<file path="src/rtl/slot_pkg.sv">
// Shared types and constants for the three-reel slot sequencer.
package slot_pkg;

  localparam int unsigned NUM_REELS = 3;

  typedef enum logic [1:0] {
    IDLE   = 2'd0,
    SPIN   = 2'd1,
    JUDGE  = 2'd2,
    RESULT = 2'd3
  } slot_state_e;

endpackage

</file>
<file path="src/rtl/slot_ctrl_edge_detect.sv">
// Rising-edge detector: one-cycle pulse per 0->1 transition of each input bit.
module edge_detect #(
  parameter int WIDTH = 1
) (
  input  logic             clk,
  input  logic             i_rst_n,
  input  logic [WIDTH-1:0] i_level,
  output logic [WIDTH-1:0] o_rise
);

  logic [WIDTH-1:0] level_q;

  always_ff @(posedge clk or negedge i_rst_n) begin
    if (!i_rst_n) level_q <= '0;
    else          level_q <= i_level;
  end

  // History resets low, so a button already held at reset release counts as a press.
  assign o_rise = i_level & ~level_q;

endmodule

</file>
<file path="src/rtl/slot_ctrl.sv">
// Slot game sequencer: starts all reels, stops each on its own button after a
// minimum spin time, judges the digits and holds the result with a blinking lamp.
module slot_ctrl
  import slot_pkg::*;
#(
  parameter int MIN_TICKS  = 3,
  parameter int HOLD_TICKS = 5
) (
  input  logic                 clk,
  input  logic                 i_rst_n,
  input  logic                 i_tick,
  input  logic                 i_start,
  input  logic [NUM_REELS-1:0] i_stop,
  input  logic [3:0]           i_reel0,
  input  logic [3:0]           i_reel1,
  input  logic [3:0]           i_reel2,
  output logic [NUM_REELS-1:0] o_reel_run,
  output logic                 o_busy,
  output logic                 o_win,
  output logic                 o_lamp
);

  localparam int CNT_MAX = (MIN_TICKS > HOLD_TICKS) ? MIN_TICKS : HOLD_TICKS;
  localparam int CW      = $clog2(CNT_MAX + 1);
  localparam logic [CW-1:0] MIN_C  = CW'(MIN_TICKS);
  localparam logic [CW-1:0] HOLD_C = CW'(HOLD_TICKS);

  slot_state_e          state_q, state_d;
  logic [NUM_REELS-1:0] run_q, run_d;
  logic                 busy_q, busy_d;
  logic                 win_q, win_d;
  logic                 lamp_q, lamp_d;
  logic [CW-1:0]        cnt_q, cnt_d;

  logic [NUM_REELS:0]   rise;
  logic                 start_press;
  logic [NUM_REELS-1:0] stop_press;
  logic [NUM_REELS-1:0] run_left;
  logic                 reels_match;

  edge_detect #(.WIDTH(NUM_REELS + 1)) u_edge (
    .clk     (clk),
    .i_rst_n (i_rst_n),
    .i_level ({i_start, i_stop}),
    .o_rise  (rise)
  );

  assign start_press = rise[NUM_REELS];
  assign stop_press  = rise[NUM_REELS-1:0];
  assign reels_match = (i_reel0 == i_reel1) && (i_reel1 == i_reel2);

  always_ff @(posedge clk or negedge i_rst_n) begin
    if (!i_rst_n) begin
      state_q <= IDLE;
      run_q   <= '0;
      busy_q  <= 1'b0;
      win_q   <= 1'b0;
      lamp_q  <= 1'b0;
      cnt_q   <= '0;
    end else begin
      state_q <= state_d;
      run_q   <= run_d;
      busy_q  <= busy_d;
      win_q   <= win_d;
      lamp_q  <= lamp_d;
      cnt_q   <= cnt_d;
    end
  end

  always_comb begin
    state_d  = state_q;
    run_d    = run_q;
    busy_d   = busy_q;
    win_d    = win_q;
    lamp_d   = lamp_q;
    cnt_d    = cnt_q;
    run_left = run_q & ~stop_press;
    unique case (state_q)
      IDLE: begin
        if (start_press) begin
          state_d = SPIN;
          run_d   = '1;
          busy_d  = 1'b1;
          cnt_d   = '0;
        end
      end
      SPIN: begin
        if (i_tick && (cnt_q != MIN_C)) cnt_d = cnt_q + CW'(1);
        // Eligibility uses the pre-tick count, so a stop on the MIN-th tick cycle is ignored.
        if (cnt_q == MIN_C) begin
          run_d = run_left;
          if (run_left == '0) state_d = JUDGE;
        end
      end
      JUDGE: begin
        state_d = RESULT;
        busy_d  = 1'b0;
        win_d   = reels_match;
        lamp_d  = reels_match;
        cnt_d   = '0;
      end
      RESULT: begin
        if (start_press) begin
          state_d = SPIN;
          run_d   = '1;
          busy_d  = 1'b1;
          win_d   = 1'b0;
          lamp_d  = 1'b0;
          cnt_d   = '0;
        end else if (cnt_q == HOLD_C) begin
          state_d = IDLE;
          win_d   = 1'b0;
          lamp_d  = 1'b0;
        end else if (i_tick) begin
          cnt_d = cnt_q + CW'(1);
          if (win_q) lamp_d = ~lamp_q;
        end
      end
      default: state_d = IDLE;
    endcase
  end

  assign o_reel_run = run_q;
  assign o_busy     = busy_q;
  assign o_win      = win_q;
  assign o_lamp     = lamp_q;

endmodule

</file>
<file path="config.mk">
export PLATFORM = sky130hd
export DESIGN_NAME = slot_ctrl
export DESIGN_NICKNAME = d
export VERILOG_FILES = /design/src/rtl/slot_pkg.sv /design/src/rtl/slot_ctrl_edge_detect.sv /design/src/rtl/slot_ctrl.sv
export SDC_FILE = /design/constraint.sdc
export NUM_CORES = 1
export LEC_CHECK = 0
export BUFFER_PORTS_ARGS = -buffer_cell sky130_fd_sc_hd__buf_4
export CAP_MARGIN = 20
export CORE_MARGIN = 2
export CORE_UTILIZATION = 50
export DETAILED_ROUTE_END_ITERATION = 10
export GPL_ROUTABILITY_DRIVEN = 0
export PLACE_DENSITY = 0.77
export SETUP_SLACK_MARGIN = 0.1
export SLEW_MARGIN = 20
export SYNTH_ARGS = -nofsm -noshare
export SYNTH_HDL_FRONTEND = slang
export SYNTH_SLANG_ARGS = --single-unit
</file>
<file path="constraint.sdc">
create_clock -name clk -period 2.5 [get_ports clk]
set_clock_uncertainty 0.05 [all_clocks]
set_input_delay 0.375 -clock clk [delete_from_list [all_inputs] [get_ports clk]]
set_output_delay 0.375 -clock clk [all_outputs]
set_load 0.01 [all_outputs]
</file>
# Yosys cells after proc, flatten, opt, wreduce, memory -nomap -nowiden
# Cells that the tools add are included.
# totals
regBits	15
out_inout_bits	6
elab_cells	70
input_bits	19
# op_classes
n_eq_ne	18
n_mux	25
reduce_logical	14
bitwise	5
n_addsub	1
# op_table
cell	n
two-way mux 3 bit	7
one-hot mux 3 bit (4 select lines)	1
two-way mux 2 bit	5
!= test 3 bit (second input constant)	3
== test 4 bit	2
!= test 2 bit (second input constant)	4
!= test 4 bit (second input constant)	2
one-hot mux 2 bit (4 select lines)	1
AND reduction 4 bit	2
two-way mux 1 bit	7
one-hot mux 1 bit (2 select lines)	3
one-hot mux 3 bit (2 select lines)	1
AND reduction 3 bit	2
nonzero test 2 bit	3
AND 4 bit	1
== test 2 bit (second input constant)	2
NOT 4 bit	1
AND reduction 2 bit	2
adder 3 x 1 -> 3 bit (second input constant)	1
AND 3 bit	1
== test 3 x 2 -> 1 bit (second input constant)	1
== test 3 bit (second input constant)	1
zero test 3 bit	1
!= test 3 x 2 -> 1 bit (second input constant)	1
7 further kinds	8

# Depth between registers and ports, before layout
# Gate-level depths: netlist of run 1.
# depth
depth_word	8
ltp_mapped	7
ltp_nobuf	7

# Cells and area by module
# From an unflattened synthesis of run 1, not the netlist that was laid out.
# unflattened
hier_cells	90
hier_area_um2	934.6
# by_module_without_submodules
module	seq_area_each_um2	instances	cells_per_inst	area_each_um2
slot_ctrl	275.3	1	82	779.5
edge_detect	100.1	1	8	155.1

# Worst setup path after synthesis of run 1
# Ideal clock, no wire load.
# synth_timing
path_kind	register -> register
startpoint	register cnt_q[0]
endpoint	register cnt_q[0]
setup_time_ns	0.128
synth_period_minus_slack_ns	1.721
path_stages_with_launch	6
setup_slack_ns	0.779
n_path_buf	0
arrival_ns	1.543
cell_sequence	dfrtp_1 ha_1 ha_1 nand2b_1 a221o_1 mux2_1
# synth_between
elab_chain_cells	5
word_cells_on_any_way	12
# synth_lines
item	line_no	text
start: declaration	slot_ctrl.sv:33	logic [CW-1:0] cnt_q, cnt_d;
start signal: assignment	slot_ctrl.sv:66	cnt_q <= cnt_d;
adder 3 x 1 -> 3 bit	slot_ctrl.sv:88, slot_ctrl.sv:115	
two-way mux 3 bit	slot_ctrl.sv:114	end else if (i_tick) begin
two-way mux 3 bit	slot_ctrl.sv:110	end else if (cnt_q == HOLD_C) begin
two-way mux 3 bit	slot_ctrl.sv:103	if (start_press) begin
one-hot mux 3 bit (4 select lines)	slot_ctrl.sv:78	unique case (state_q)
# Several ways; a longest one is shown, not always the timed one. The select of a mux whose other input is x is not followed.
# A chain may end at the register's enable or synchronous reset.

# Final worst setup path of run 1
# Ends and elaborated chain as after synthesis.

==> impl_results.md, run 1 <==
* PD cells at 998 nW/um^2
* VDD IR max at 632 uV
* Seq/Total Area, Yosys at 42.9%
* GRT overflow at 0
* Multi-input gate area at 478 um^2
* Synth cell types at 26
* Clk root buf: clkbuf_4
* Core Box Area at 1690 um^2
* Hold crit path type: in -> reg
* Cell Area, Placed at between 1000 and 1500 um^2
* Least-Margin Pin Slew at 343 ps
* # H-tree levels at 1
* Total setup buffers inserted after CTS at 0
* DRC violations left at 0
* Largest net degree at the start of global routing at 16
* EDFF count, synth at 0
* Fin. Hold Viols at 0
* CTS clock-pin slew for the worst setup and hold paths at 90 ps
* Post-layout min period at 1870 ps
* DRT Wirelength at 1830 um
* IO Port Bufs at 24
* Num CTS Buffers at 3
* CTS max path bufs at 2
* Worst-Skew Late Latency at 290 ps
* WP data required at 2620 ps
* Crit path setup slack, layout at 628 ps
* Wire length per cell at 13.7 um
* Warnings, synthesis at 0
* Layout area overhead at 27.1%
* Number of global-route vias before repair at 783
* Post-layout utilization of the core at 65.9%
* Crit end category: register
* Max_slew headroom at 77.1%
* Hold Buf Count CTS at 1
* Share of flip-flops with an asynchronous set or reset at 100%
* CTS sink cnt at 15
* Primary FF master, synth: dfrtp_1
* Post-DRT Antenna Nets at 0
* Top cell by count, worst path: ha_1
* Starting density of the core at 51.9%
* Post-detail-place hpwl at 1430 um
* Vias at 759
* Row count at 15
* Fmax at 0.534 GHz
* Layout cells sized above 1 at 27.4%
* CP max stage cell: dfrtp_1
* Initial antenna violation count at 0
* CP max stage delay at 430 ps
* Synthesized area at ~900 um^2
* DP Worst Slack at 638 ps
* Diodes inserted at 0
* Total power at ~1.1 mW
* First-pass DRT Iterations at 4
* CP Launch Type: register
* FILL cells at 139
* CTS tree: built
* Initial DRC count at 26
* Synth Instances at 88
* Max-cap viol count at 0
* Post-cts repair resize count at 0
* FF+latch area at 375 um^2
* Placed Instances at 129
* P_leak at 0.549 nW
* Nets at 145
* Die area at 2100 um^2
* Crit share post-route at about three quarters
* Io pins at 25
* Cell Count, Final, Fillers Out at 134
* RSZ-0062 raised after global routing: no
* Crit-path cells: ha_1 -> ha_1 -> nand2b_1 -> a221o_1 -> mux2_1
* WP data arrival at 2000 ps
* Outcome: complete, no violations
* First-pass GRT wire length at 3170 um
* Yosys reg bits at 15
* Syn nets at between 100 and 150
* Most frequent cells in the layout: buf_4, dfrtp_1, nor2_1, ha_1, a21oi_1
* Worst Path Max Fanout at 4
* Syn Area/Cell at 9.95 um^2
* Worst hold slack at between 150 and 200 ps
* Setup violations, final at 0
* Post-route setup TNS at 0 ps
* Die width at between 40 and 50 um
* Type of the worst setup path: reg -> reg
* Commonest non-fill, non-tap cell in the layout: buf_4
* Fin area at 1110 um^2
* Die height at 45.9 um
* Tot GR Track Use at a little over a fifth
* Vias per inst at 5.66
* Final Max Slew Viols at 0
cell usage after synthesis (all sizes together), types with 2 or more instances:
cell type / number / share of area, %
inv: 6 / 2.6
nand3: 3 / 1.7
a21oi: 7 / 4.0
dfrtp: 15 / 43
mux2: 5 / 6.4
o31ai: 2 / 1.7
nor2: 9 / 3.9
and3: 3 / 2.1
ha: 8 / 11
nor3: 4 / 2.3
o22ai: 3 / 2.1
o21ai: 4 / 2.3
nand2b: 6 / 5.1
nand2: 3 / 1.3
where the power goes:
part / total (mW) / internal (mW) / leakage [nW] / switching [mW]
sequential: 0.382 / 0.320 / 0.183 / 0.0616
combinational: 0.594 / 0.278 / 0.351 / 0.315
clock: 0.136 / 0.0620 / 0.0150 / 0.0739
total: 1.11 / 0.661 / 0.549 / 0.451
flip-flops by register name (all words and copies together), names as in the netlist:
name	cells
state_q	2
o_win	1
o_reel_run	3
cnt_q	3
u_edge.level_q	4
o_busy	1
o_lamp	1
metal layers:
| layer | GRT usage [%] | vias up | part of all wire, % |
|---|---|---|---|
| met5 | 0 | - | 0 |
| met4 | 6.86 | 0 | 1.5 |
| met3 | 7.54 | 4 | 3.9 |
| met2 | 37.5 | 17 | 50 |
| met1 | 23.9 | 361 | 45 |
| li1 | - | 377 | - |
final timing paths:
kind / startpoint / end / slack, ps / cells past startpoint
setup / recovery: cnt_q[0] / cnt_q[0] / 630 / 5
hold / removal: i_stop[1] / u_edge.level_q[1] / 160 / 1
setup reg to reg: cnt_q[0] / cnt_q[0] / 630 / 5
hold reg to reg: o_reel_run[2] / o_reel_run[2] / 470 / 1
max in group asynchronous: i_rst_n / o_reel_run[2] / 1780 / 2
min in group asynchronous: i_rst_n / cnt_q[2] / 440 / 2
cells by family after synthesis:
group,Yosys count,synth area share [%]
multiplexers,5,6.43
buffers and inverters,6,2.57
adder cells (fa/ha/maj),8,11.4
flip-flops,15,42.9
AND/OR/NAND/NOR,31,19.0
AO/OA/AOI/OAI,23,17.7
layout make-up:
class	count	area share [%]
flip-flops and latches	15	33.7
clock buffers	4	2.36
well taps	17	1.91
inverters	6	2.02
multi-input cells	67	42.9
repair buffers	25	17.1
worst max-delay path: cells and delay by family (launching register included):
| kind | cells | cell delay [ps] |
|---|---|---|
| DFF | 1 | 430 |
| adders and majority gates | 2 | 430 |
| muxes | 1 | 340 |
| AOI/OAI and AO/OA | 1 | 360 |
| and+or+nand+nor | 1 | 150 |
(Power assumes the default switching activity.)
==> run 2, diff against run 1 <==
- CORE_UTILIZATION: 50 -> 45
- PLACE_DENSITY: 0.77 -> 0.73
- clock period: 2.5 -> 1.7 ns (I/O delays scaled with it)
==> impl_results.md, run 2 (same netlist as run 1, synthesis figures left out) <==
* Outcome: finished, violations left
* Violated checks: setup timing
* Layout area overhead at 48.9%
* FILL cells at 135 (-2.9%)
* DP Worst Slack at -73.4 ps (-712 ps)
* Post-layout min period at 1790 ps (-80.3 ps)
* Worst Path Max Fanout at 4 (unchanged)
* Switching pwr at 866 uW (+92%)
* Clk root buf: clkbuf_4
* Num CTS Buffers at 3 (unchanged)
* Post-route setup TNS at -251 ps (-251 ps)
* Nets at 154 (+6.2%)
* Pint at 1.27 mW (+92%)
* CTS max path bufs at 2 (unchanged)
* Layout cells sized above 1 at 48.4% (+21 points)
* Max reg flops at 4 (unchanged)
* Total power at 2.13 mW (+92%)
* Crit share post-route at 105% (+31 points)
* Die height at 48.1 um (+4.9%)
* RSZ-0062 raised after global routing: yes
* Crit end category: register
* GRT overflow at 0 (unchanged)
* Vias per inst at 5.66 (about the same)
* P_leak at 0.609 nW (+11%)
* First-pass GRT wire length at 3460 um (+9.3%)
* WP data arrival at 1920 ps (-80 ps)
* Post-detail-place hpwl at 1660 um (+16%)
* Seq pwr share at 26.3% (-8.1 points)
* Number of global-route vias before repair at 818 (+4.5%)
* Commonest non-fill, non-tap cell in the layout: buf_4
* Most frequent cells in the layout: buf_4, dfrtp_1, nor2_1, a21oi_1
* Hold crit path type: in -> reg
* IO Port Bufs at 24 (unchanged)
* PD cells at 1640 nW/um^2 (+64%)
* Fmax at 0.558 GHz (+4.5%)
* Starting density of the core at 49.1% (-2.7 points)
* Combinational power share at 63.8% (+10 points)
* Worst-Skew Late Latency at 290 ps (about the same)
* Clk pwr share at 9.8% (-2.4 points)
* Setup violations, final at 3 (+3)
* CP Launch Type: register
* Largest net degree at the start of global routing at 16 (unchanged)
* Tot GR Track Use at 22.5% (+1.1 points)
* Final Max Slew Viols at 0 (unchanged)
* Vias at 855 (+13%)
* Io pins at 25 (unchanged)
* Post-DRT Antenna Nets at 0 (unchanged)
* Type of the worst setup path: reg -> reg
* Least-Margin Pin Slew at 363 ps (+20.9 ps)
* Die width at 48.1 um (+4.9%)
* Initial DRC count at 15 (-42%)
* Core Box Area at 1780 um^2 (+5.6%)
* Largest reg by FF count: u_edge.level_q
* DRC violations left at 0 (unchanged)
* Max_slew headroom at 75.5% (-1.6 points)
* Row count at 15 (unchanged)
* DRT Wirelength at 2370 um (+29%)
* Wire length per cell at 15.7 um (+15%)
* Sw frac at 40.6% (+0.067 points)
* Crit path setup slack, layout at -91.9 ps (-720 ps)
* Fin. Hold Viols at 0 (unchanged)
* VDD IR max at 898 uV (+42%)
* Max-cap viol count at 0 (unchanged)
* CTS clock-pin slew for the worst setup and hold paths at 90 ps (about the same)
* WP data required at 1830 ps (-790 ps)
* CTS tree: built
* First-pass DRT Iterations at 4 (unchanged)
* CTS sink cnt at 15 (unchanged)
* Diodes inserted at 0 (unchanged)
* Die area at 2320 um^2 (+10%)
* Initial antenna violation count at 0 (unchanged)
* Worst hold slack at 22.9 ps (-133 ps)
* # H-tree levels at 1 (unchanged)
## run 2: cell types whose count changed in the layout (fill, tap and decap cells not counted), moves of 2 or more
cell     change
mux2_4       +4
nor2_1       -2
a21oi_2      +2
buf_4        +9
mux2_1       -3
inv_1        -2
ha_2         +3
a21oi_1      -2
ha_4         +2
ha_1         -5
inv_2        +2
## run 2: final cells by class
| cell class | instances | area, um^2 | share of cell area (%) |
|---|---|---|---|
| multi-input combinational | 67 | 589 | 45.2 |
| clock buffer | 3 | 22.5 | 1.73 |
| clock inverter | 1 | 5.00 | 0.384 |
| inverter | 6 | 22.5 | 1.73 |
| tap | 25 | 31.3 | 2.40 |
| sequential | 15 | 375 | 28.8 |
| timing repair buffer | 34 | 258 | 19.8 |
## run 2: power groups by stage
stage / Sequential, mW / Combinational, mW / Clock, mW
after floorplan: 0.579 / 0.570 / 0
after global placement: 0.551 / 1.00 / 0
after detailed placement: 0.560 / 1.04 / 0
after CTS: 0.559 / 1.18 / 0.216
after global routing: 0.576 / 1.46 / 0.236
final: 0.562 / 1.36 / 0.209
## run 2: through the flow
stage                     cells  cell area, um^2  utilization, %
after detailed placement    146             1160            65.1
after floorplan              88              881               -
after global routing        151             1300            73.1
after CTS                   151             1250            70.4
after global placement      146             1160            65.1
final                       151             1300            73.1
## run 2: final timing paths
| path | start | end | slack, ps | cells past startpoint |
|---|---|---|---|---|
| worst max-delay path | cnt_q[0] | cnt_q[0] | -90 | 6 |
| worst min-delay path | i_stop[2] | u_edge.level_q[2] | 20 | 1 |
| worst max register to register | cnt_q[0] | cnt_q[0] | -90 | 6 |
| worst min register to register | o_reel_run[2] | o_reel_run[2] | 470 | 1 |
| max in group asynchronous | i_rst_n | o_reel_run[2] | 1120 | 2 |
| min in group asynchronous | i_rst_n | cnt_q[0] | 300 | 2 |
## run 2: timing repair
item / in CTS / in global routing
hold buffers: 1 / 0
gates cloned: 0 / 0
endpoints found under the hold margin: 15 / 0
pin swaps: 4 / 1
gates resized for setup: 12 / 11
setup endpoints to repair: 7 / 9
buffers inserted: 0 / 0
## run 2: critical path: stages (launching register included)
cell	delay, ps
dfrtp_1	400
buf_4	150
ha_1	190
nand2_2	100
a21oi_1	100
a221o_1	350
mux2_4	330
## run 2: layer usage
metal	vias up	routed length [um]	part of all wire [%]	global-route usage, %
li1	403	-	-	-
met1	403	928	39	24.7
met2	40	1250	53	42.4
met3	9	129	5.4	3.70
met4	0	54	2.3	9.19
met5	-	0	0	0
==> run 3, diff against run 2 <==
- CORE_UTILIZATION: 45 -> 54
- PLACE_DENSITY: 0.73 -> 0.82
- clock period: 1.7 -> 2.1 ns (I/O delays scaled with it)
==> impl_results.md, run 3 (same netlist as run 1, synthesis figures left out) <==
* Outcome: complete, no violations
* WP data arrival at 1970 ps (+50 ps)
* Clk root buf: clkbuf_4
* Largest net degree at the start of global routing at 16 (unchanged)
* Crit share post-route at 87.9% (-18 points)
* Fmax at 0.542 GHz (-2.9%)
* Tot GR Track Use at 22.7% (+0.29 points)
* Clk pwr share at 12.6% (+2.8 points)
* CP Launch Type: register
* Max_slew headroom at 77.6% (+2.1 points)
* Worst Path Max Fanout at 4 (unchanged)
* Die height at 44.3 um (-8.0%)
* Max-cap viol count at 0 (unchanged)
* CTS max path bufs at 2 (unchanged)
* Hold crit path type: in -> reg
* Cell Area, Placed at 1080 um^2 (-7.2%)
* Post-layout min period at 1850 ps (+53.6 ps)
* WP data required at 2230 ps (+400 ps)
* FILL cells at 114 (-16%)
* First-pass GRT wire length at 3180 um (-8.2%)
* FF+latch area at 375 um^2 (unchanged)
* Io pins at 25 (unchanged)
* Initial antenna violation count at 0 (unchanged)
* Final Max Slew Viols at 0 (unchanged)
* Pint at 785 uW (-38%)
* Cell Count, Final, Fillers Out at 133 (-12%)
* Least-Margin Pin Slew at 336 ps (-27.6 ps)
* Initial DRC count at 7 (-8)
* Die width at 44.3 um (-8.0%)
* Number of global-route vias before repair at 783 (-4.3%)
* Wire length per cell at 13.4 um (-14%)
* Switching pwr at 528 uW (-39%)
* P_leak at 0.549 nW (-9.8%)
* DRC violations left at 0 (unchanged)
* Hold Buf Count CTS at 1 (unchanged)
* Most frequent cells in the layout: buf_4, dfrtp_1, nor2_1, ha_1, a21oi_1
* Nets at 145 (-5.8%)
* Starting density of the core at 58.1% (+9.0 points)
* Post-route setup TNS at 0 ps (+251 ps)
* Combinational power share at 52.9% (-11 points)
* CTS clock-pin slew for the worst setup and hold paths at 90 ps (about the same)
* VDD IR max at 759 uV (-15%)
* Row count at 14 (-1)
* Post-DRT Antenna Nets at 0 (unchanged)
* CTS sink cnt at 15 (unchanged)
* Placed Instances at 128 (-12%)
* Sw frac at 40.2% (-0.40 points)
* First-pass DRT Iterations at 4 (unchanged)
* Diodes inserted at 0 (unchanged)
* DRT Wirelength at 1780 um (-25%)
* Seq pwr share at 34.6% (+8.3 points)
* Largest reg by FF count: u_edge.level_q
* Die area at 1960 um^2 (-15%)
* Setup violations, final at 0 (-3)
* GRT overflow at 0 (unchanged)
* Fin area at 1110 um^2 (-15%)
* Total setup buffers inserted after CTS at 0 (unchanged)
* Layout cells sized above 1 at 27.4% (-21 points)
* Post-detail-place hpwl at 1450 um (-13%)
* IO Port Bufs at 24 (unchanged)
* Commonest non-fill, non-tap cell in the layout: buf_4
* Layout area overhead at 27.0%
* CTS tree: built
* Max reg flops at 4 (unchanged)
* Core Box Area at 1510 um^2 (-16%)
* Vias per inst at 5.72 (+1.1%)
* Num CTS Buffers at 3 (unchanged)
* Post-cts repair resize count at 0 (-12)
* Multi-input gate area at 478 um^2 (-19%)
* Vias at 761 (-11%)
* Worst-Skew Late Latency at 290 ps (about the same)
* Crit end category: register
* RSZ-0062 raised after global routing: no
* # H-tree levels at 1 (unchanged)
* Fin. Hold Viols at 0 (unchanged)
* Type of the worst setup path: reg -> reg
* PD cells at 1180 nW/um^2 (-28%)
==> run 3: critical path, stage by stage, from the launching register on <==
cell      delay, ps
dfrtp_1         420
ha_1            220
ha_1            220
nand2b_1        150
a221o_1         350
mux2_1          330
==> run 3: worst paths after layout <==
| check | from | endpoint | slack [ps] | cells after the start |
|---|---|---|---|---|
| max | cnt_q[0] | cnt_q[2] | 250 | 5 |
| min | i_stop[2] | u_edge.level_q[2] | 80 | 1 |
| max reg2reg | cnt_q[0] | cnt_q[2] | 250 | 5 |
| min reg2reg | o_reel_run[2] | o_reel_run[2] | 470 | 1 |
| max in group asynchronous | i_rst_n | state_q[0] | 1470 | 2 |
| min in group asynchronous | i_rst_n | o_lamp | 350 | 2 |
==> run 3: power by group through the flow <==
stage,logic (mW),clock network (mW),registers [mW]
3_5_place_dp,0.695,0,0.459
4_1_cts,0.697,0.168,0.453
6_report,0.694,0.165,0.454
3_3_place_gp,0.666,0,0.451
2_1_floorplan,0.461,0,0.468
5_1_grt,0.778,0.181,0.465
==> run 3: final cells by class <==
class / count / area share (%)
multi-input cells: 67 / 43.0
flip-flops and latches: 15 / 33.7
repair buffers: 25 / 17.1
clock buffers: 4 / 2.36
inverters: 6 / 2.02
well taps: 16 / 1.80
==> run 3: stage by stage <==
stage	setup slack [ps]	util, %	power, mW	hold slack, ps
floorplan	379	-	0.930	-30.6
global placement	328	71.4	1.12	127
detailed placement	270	71.4	1.15	129
CTS	263	73.8	1.32	85.3
global route	193	73.8	1.42	77.2
finish	255	73.8	1.31	84.5
==> run 3: metal layers <==
metal,up-vias,wire length [um],track usage (%)
li1,375,-,-
met1,362,747,24.2
met2,17,912,40.3
met3,7,66,4.90
met4,0,58,14.5
met5,-,0,0
